File: src/rtl/bnn_conv_sequencer.sv
// Multi-cycle sequencer for the BNN custom instructions: holds matrix-size and threshold
// config, and computes a row-serial XNOR-popcount while stalling F/D/E.
module bnn_conv_sequencer #(
   parameter int XLEN  = 32,
   parameter int MAX_N = 5,
   parameter int N_W   = 3,
   parameter int ACC_W = 6
) (
   input  logic              clk,
   input  logic              reset,
   input  logic              ms_WE_E,
   input  logic              at_WE_E,
   input  logic [XLEN-1:0]   cfg_data_E,
   input  logic              start_E,
   input  logic              en_threshold_E,
   input  logic [XLEN-1:0]   opA_E,
   input  logic [XLEN-1:0]   opB_E,
   output logic              stall,
   output logic              busy,
   output logic              result_valid,
   output logic [XLEN-1:0]   result,
   output logic [N_W-1:0]    ms_q,
   output logic [ACC_W-1:0]  thr_q
);

   localparam logic [1:0] IDLE = 2'd0;
   localparam logic [1:0] RUN  = 2'd1;
   localparam logic [1:0] DONE = 2'd2;

   logic [1:0]       state_q, state_d;
   logic [N_W-1:0]   ms_d, n_q, n_d, row_q, row_d;
   logic [ACC_W-1:0] thr_d, acc_q, acc_d;
   logic [XLEN-1:0]  vec_q, vec_d, result_q, result_d;
   logic             mode_q, mode_d;

   function automatic logic [XLEN-1:0] low_mask(input logic [N_W-1:0] n);
      logic [ACC_W-1:0] nn;
      logic [XLEN-1:0]  m;
      nn = ACC_W'(n) * ACC_W'(n);
      m  = '0;
      for (int i = 0; i < XLEN; i++) begin
         m[i] = (32'(i) < 32'(nn));
      end
      return m;
   endfunction

   function automatic logic [ACC_W-1:0] row_pop(input logic [XLEN-1:0] v,
                                                input logic [N_W-1:0]  n);
      logic [ACC_W-1:0] c;
      c = '0;
      for (int i = 0; i < MAX_N; i++) begin
         if (32'(i) < 32'(n)) begin
            c = c + ACC_W'(v[i]);
         end else begin
            c = c;
         end
      end
      return c;
   endfunction

   // Next-state: config writes first, so a BNN finishing this cycle sees the new threshold.
   always_comb begin
      ms_d     = ms_q;
      thr_d    = thr_q;
      state_d  = state_q;
      n_d      = n_q;
      row_d    = row_q;
      acc_d    = acc_q;
      vec_d    = vec_q;
      mode_d   = mode_q;
      result_d = result_q;

      if (ms_WE_E) begin
         if (cfg_data_E == '0) begin
            ms_d = ms_q;
         end else if (cfg_data_E > XLEN'(MAX_N)) begin
            ms_d = N_W'(MAX_N);
         end else begin
            ms_d = cfg_data_E[N_W-1:0];
         end
      end else begin
         ms_d = ms_q;
      end

      if (at_WE_E) begin
         thr_d = cfg_data_E[ACC_W-1:0];
      end else begin
         thr_d = thr_q;
      end

      case (state_q)
         IDLE: begin
            if (start_E) begin
               n_d     = ms_q;
               vec_d   = ~(opA_E ^ opB_E) & low_mask(ms_q);
               mode_d  = en_threshold_E;
               acc_d   = '0;
               row_d   = '0;
               state_d = RUN;
            end else begin
               state_d = IDLE;
            end
         end
         RUN: begin
            acc_d = acc_q + row_pop(vec_q, n_q);
            vec_d = vec_q >> n_q;
            row_d = row_q + N_W'(1);
            if (row_q == n_q - N_W'(1)) begin
               state_d  = DONE;
               result_d = mode_q ? XLEN'(acc_d >= thr_d) : XLEN'(acc_d);
            end else begin
               state_d = RUN;
            end
         end
         DONE: begin
            state_d = IDLE;
         end
         default: begin
            state_d = IDLE;
         end
      endcase
   end

   // State and datapath registers.
   always_ff @(posedge clk or posedge reset) begin
      if (reset) begin
         state_q  <= IDLE;
         ms_q     <= N_W'(3);
         thr_q    <= '0;
         n_q      <= '0;
         row_q    <= '0;
         acc_q    <= '0;
         vec_q    <= '0;
         mode_q   <= 1'b0;
         result_q <= '0;
      end else begin
         state_q  <= state_d;
         ms_q     <= ms_d;
         thr_q    <= thr_d;
         n_q      <= n_d;
         row_q    <= row_d;
         acc_q    <= acc_d;
         vec_q    <= vec_d;
         mode_q   <= mode_d;
         result_q <= result_d;
      end
   end

   assign stall        = ~reset & ((state_q == RUN) | ((state_q == IDLE) & start_E));
   assign busy         = (state_q != IDLE);
   assign result_valid = (state_q == DONE);
   assign result       = result_q;

endmodule

File: config.mk
export PLATFORM = sky130hd
export DESIGN_NAME = bnn_conv_sequencer
export DESIGN_NICKNAME = d
export VERILOG_FILES = /design/src/rtl/bnn_conv_sequencer.sv
export SDC_FILE = /design/constraint.sdc
export NUM_CORES = 1
export LEC_CHECK = 0
export ABC_AREA = 1
export CORE_UTILIZATION = 30
export CTS_BUF_LIST = sky130_fd_sc_hd__clkbuf_8
export DETAILED_ROUTE_END_ITERATION = 6
export GPL_TIMING_DRIVEN = 0
export PLACE_DENSITY = 0.57
export SLEW_MARGIN = 20
export SYNTH_ARGS = -nofsm -noshare
export SYNTH_HDL_FRONTEND = slang
export SYNTH_SLANG_ARGS = --single-unit
File: constraint.sdc
create_clock -name clk -period 6.85 [get_ports clk]
set_input_delay 0.685 -clock clk [delete_from_list [all_inputs] [get_ports clk]]
set_output_delay 0.685 -clock clk [all_outputs]
set_load 0.01 [all_outputs]
Word level (Yosys, flattened, before mapping)

Index checks and enable logic that the tools add are counted.

Word-level logic and storage cells: 99
Input bits: 102
Memories kept: 0
Bits in registers: 88
Bits in read-only memories: 0
Output and inout port bits: 44
Bits in writable memories: 0
Bits in latches: 0

$mul: 1
Add/subtract/negate cells: 7
Shift operators: 1
Muxes and demuxes: 22
Bitwise operators: 8
Div/mod/pow operators: 0
Magnitude comparators: 39
Reductions and logical operators: 8
Equality and inequality tests: 4

Operator list:

| cell                                                 | count |
|---|---|
| < comparator 5 x 6 -> 1 bit (first input constant)   | 16 |
| 2-to-1 mux 6 bit                                     | 12 |
| one-hot mux 32 bit (2 select lines)                  | 1 |
| < comparator 4 x 6 -> 1 bit (first input constant)   | 8 |
| bitwise AND 32 bit                                   | 1 |
| > comparator 32 x 3 -> 1 bit (second input constant) | 1 |
| zero test 32 bit                                     | 1 |
| 2-to-1 mux 32 bit                                    | 1 |
| inverter 32 bit                                      | 1 |
| right shift 32 x 3 -> 32 bit                         | 1 |
| bitwise XOR 32 bit                                   | 1 |
| adder 6 x 1 -> 6 bit                                 | 4 |
| < comparator 3 x 6 -> 1 bit (first input constant)   | 4 |
| < comparator 1 x 6 -> 1 bit (first input constant)   | 2 |
| < comparator 2 x 6 -> 1 bit (first input constant)   | 2 |
| one-hot mux 6 bit (2 select lines)                   | 1 |
| AND reduction 2 bit                                  | 4 |
| adder 6 bit                                          | 1 |
| greater-or-equal comparator 6 bit                    | 1 |
| < comparator 1 x 3 -> 1 bit (first input constant)   | 2 |
| < comparator 2 x 3 -> 1 bit (first input constant)   | 2 |
| multiplier 3 x 3 -> 6 bit                            | 1 |
| 2-to-1 mux 3 bit                                     | 2 |
| one-hot mux 3 bit (2 select lines)                   | 1 |
| other kinds (15)                                     | 19 |

Longest topological paths before layout

Word-level depth: 18
Mapped depth: 34
Mapped depth without buffers: 32

Least setup slack after synthesis

OpenSTA, ideal clock, no wires.

Path kind: reg2reg
Start point: reg n_q[0]
End point: reg result_q[0], in the netlist result[0]
Required time: 6.734 ns
Slack: 2.328 ns
Path buffers: 2
Setup time: 0.116 ns
Clock period less this slack: 4.522 ns
Cell stages (with the launch flop): 31
Arrival: 4.406 ns
Path through: dfrtp_1 buf_4 inv_4 buf_2 a21boi_0 ha_1 nand3_1 nand2_1 ha_1 nand2_1 nand2_1 ha_1 or2_2 and2_1 ha_1 nand2_1 nand2_1 ha_1 fa_1 nand3_1 nand2_1 xor2_1 ha_1 nand2_1 inv_1 a21oi_1 nand3_1 nand2_1 nand2_1 nand2_1 nand2_1

Cells in the longest elaborated chain, start to end: 18
Elaborated cells between the ends (all ways): 25
Those cells by class: 6 x add/sub; 6 x order compare; 1 x eq/ne; 11 x mux; 1 x reduce/logical

RTL lines:

| what                              | RTL line | text |
|---|---|---|
| from (decl)                       | 31       | `logic [N_W-1:0] ms_d, n_q, n_d, row_q, row_d;` |
| from (signal assigned)            | 140      | `n_q <= n_d;` |
| < comparator 1 x 3 -> 1 bit       | 52       | `if (32'(i) < 32'(n)) begin` |
| 2-to-1 mux 1 bit                  | 52       |  |
| 2-to-1 mux 6 bit                  | 91       | `case (state_q)` |
| adder 6 x 1 -> 6 bit              | 53       | `c = c + ACC_W'(v[i]);` |
| 2-to-1 mux 6 bit                  | 52       |  |
| 2-to-1 mux 6 bit                  | 91       |  |
| adder 6 x 1 -> 6 bit              | 53       |  |
| 2-to-1 mux 6 bit                  | 52       |  |
| [2 not listed]                    | --       |  |
| 2-to-1 mux 6 bit                  | 52       |  |
| 2-to-1 mux 6 bit                  | 91       |  |
| adder 6 x 1 -> 6 bit              | 53       |  |
| 2-to-1 mux 6 bit                  | 52       |  |
| 2-to-1 mux 6 bit                  | 91       |  |
| adder 6 bit                       | 105      | `acc_d = acc_q + row_pop(vec_q, n_q);` |
| greater-or-equal comparator 6 bit | 110      | `result_d = mode_q ? XLEN'(acc_d >= thr_d) : XLEN'(acc_d);` |
| 2-to-1 mux 6 bit                  | 110      |  |
| to (signal assigned)              | 145      | `result_q <= result_d;` |
| to (decl)                         | 33       | `logic [XLEN-1:0] vec_q, vec_d, result_q, result_d;` |

Several ways; a longest one is shown, not always the timed one. The select of a mux whose other input is x is not followed.
A chain may end at the register's enable or synchronous reset.

Worst setup path after layout

Same ends and word-level chain as after synthesis.

==> impl_metrics.json <==
{
  "status": "finished clean",
  "ys_types": 45,
  "yosysMostFrequentCell": "nand2_1",
  "synth_adder_area_share": 0.05321,
  "clockBufferDepth": 2,
  "path_max_fanout": 10,
  "synth_compound_area_frac": 0.08861,
  "io_pins": 146,
  "grt_overflow": 0,
  "post_cts_buffers": 0,
  "die_x_um": 138.0,
  "fmaxAchievable_ghz": 0.1945,
  "reg2reg_to": "result[0]",
  "antenna_found_initial": 0,
  "ir_drop_mv": 0.1506,
  "cts_tree": "yes",
  "synth_top_family_by_area": "simple AND/OR/NAND/NOR gates",
  "cpMostUsedCell": "nand2_1",
  "fp-row-count": 49,
  "synth_xor_area_frac": 0.04735,
  "relSlewSlack": 0.5978,
  "hp-start": "result[5]",
  "maxCapViolCount": 0,
  "start_util": 0.3079,
  "clock_latency_ns": 0.37,
  "cpPeakStageDelay_ns": 0.42,
  "syn_avg_cell_area_sq_um": 6.662,
  "synth-main-ff-cell": "dfrtp_1",
  "startpoint_type": "register",
  "syn_inst": 833,
  "slew_viol_final": 0,
  "ant_nets": 0,
  "core_area_sq_um": 18020,
  "preCtsSetupSlack_ns": 1.724,
  "crit_type": "reg2reg",
  "rr_worst_depth": 30,
  "dr.first_iter.drc_count": 453,
  "port_buffers": 119,
  "yosysSeqAreaShare": 0.2800,
  "worst_pin_slew_ns": 0.6032,
  "rr_startpoint": "n_q[0]",
  "clock-skew-final_ns": 0.01441,
  "grt_pass1_vias": 5190,
  "die_h_um": 138.0,
  "syn-cell-area_sq_um": 5549,
  "first_pass_iters": 5,
  "grt_pass1_wl_um": 26900,
  "r2r_slack_ns": 1.71,
  "finalCriticalPeriod_ns": 5.141,
  "hpwl_um": 13250,
  "hp-class": "reg2reg",
  "finalNetCount": 1114,
  "hold_violations": 0,
  "setup_viol": 0,
  "drive_gt1_frac": 0.1076,
  "htree_levels": 3,
  "min_path_cells": 2,
  "synth_top_area_share": 0.2706,
  "num_vias": 5753,
  "yosys-top-cells-area": "dfrtp_1, nand2_1, nand3_1",
  "cts_root_buffer": "clkbuf_8",
  "clk_pin_slew_ns": 0.09,
  "cp.required_ns": 7.12,
  "yosysTopAreaCell": "dfrtp_1",
  "dieArea_sq_um": 19050,
  "area_delta_synth_final_pct": 32.45,
  "drt-vias-per-instance": 4.704,
  "grt_usage": 0.1769,
  "finalSetupTns_ns": 0,
  "synthArstFlopShare": 1.000,
  "synthSimpleGateAreaFrac": 0.4065,
  "crit_slowest_cell": "fa_1",
  "rsz0062_at_grt": "false",
  "power.total_mw": 2.949,
  "yosys_warnings": 0,
  "wl_per_cell_um": 13.89,
  "endpoint_kind": "register",
  "synth_commonest_cells": "nand2_1, nand3_1, nor2_1",
  "arrival_ns": 5.41,
  "min_to": "result[5]",
  "antenna_cells": 0,
  "postRouteWirelength_um": 16990,
  "synth-seq-cells": 62,
  "cts_resized": 0,
  "routabilityCongestion": 0.8922,
  "hold_buffers": 0,
  "synthMuxAreaShare": 0,
  "setup_ws_ns": 1.709,
  "cellPowerDensity_nw_per_um2": 401.3,
  "p_leak_nw": 3.613,
  "grt_max_degree": 46,
  "synth_edf_count": 0,
  "period_share": 0.7506,
  "cts_made_buffers": 9,
  "fillers": 1938,
  "clock_sinks": 62,
  "drc": 0
}
==> how the worst max path moves through the flow <==
stage	from	to	cells after the start
floorplan	n_q[0]	result[0]	30
global placement	n_q[0]	result[0]	31
detailed placement	n_q[0]	result[0]	31
CTS	n_q[0]	result[0]	31
global route	n_q[0]	result[0]	31
finish	n_q[0]	result[0]	30
==> registers in the layout, indices dropped and copies added (netlist names) <==
signal   cells
vec_q       32
acc_q        6
result       6
thr_q        6
ms_q         3
n_q          3
row_q        3
state_q      2
mode_q       1
==> placed cells by master (no fill, tap or decap), drive strengths merged, types with 2 or more instances in the layout <==
cell and n:
nand2 232, nand3 141, clkdlybuf4s50 119, nor2 86
inv 76, dfrtp 60, buf 52, o21ai 30
or2 29, a21oi 27, conb 26, ha 22
xnor2 20, clkbuf 13, xor2 10, nand4 10
a21boi 8, o21a 7, clkinv 4, a22oi 3
nor3 3, clkinvlp 3, a22o 2, a31oi 2
dfstp 2, and2 2
==> stage by stage <==
step | instance area, sq um | cells | utilization | hold WS, ns
after floorplan | 5643 | 858 | - | 0.4553
after global placement | 7121 | 1206 | 0.3950 | 0.4650
after detailed placement | 7151 | 1207 | 0.3967 | 0.4644
after CTS | 7350 | 1223 | 0.4077 | 0.4883
after global routing | 7350 | 1223 | 0.4077 | 0.5079
final | 7350 | 1223 | 0.4077 | 0.4854
==> per-layer routing <==
layer / GRT usage / vias to the layer above / part of all wire
li1: - / 2961 / -
met1: 0.2580 / 2544 / 0.47
met2: 0.2687 / 224 / 0.43
met3: 0.02494 / 24 / 0.077
met4: 0.05263 / 0 / 0.018
met5: 0 / - / 0
==> kinds of logic (layout without fill, tap and decap cells) <==
family,Yosys count,after routing
and+or+nand+nor,503,503
buffers and inverters,132,268
AOI/OAI and AO/OA,82,82
DFF,62,62
xor gates and xnor gates,30,30
adders and majority gates,23,23
other,1,26
==> layout make-up <==
class | instances | area, sq um | area share
Sequential cell | 62 | 1554 | 0.2114
Tap cell | 229 | 286.5 | 0.03899
Timing Repair Buffer | 120 | 1219 | 0.1658
Inverter | 77 | 294.0 | 0.04001
Clock inverter | 7 | 75.07 | 0.01021
Buffer | 55 | 394.1 | 0.05363
Multi-Input combinational cell | 664 | 3403 | 0.4631
Clock buffer | 9 | 123.9 | 0.01685
==> power by group <==
part	switching [mW]	internal, mW
sequential	0.123	0.522
combinational	1.20	0.767
clock	0.173	0.168
total	1.49	1.46
==> worst max-delay path: cells and delay by family, from the launching register on <==
family | cells | cell delay, ns
DFF | 1 | 0.40
xor gates and xnor gates | 1 | 0.33
AOI/OAI and AO/OA | 2 | 0.27
and+or+nand+nor | 16 | 1.39
adders and majority gates | 7 | 2.02
buffers and inverters | 4 | 0.62
Power figures use the tool's default switching activity.
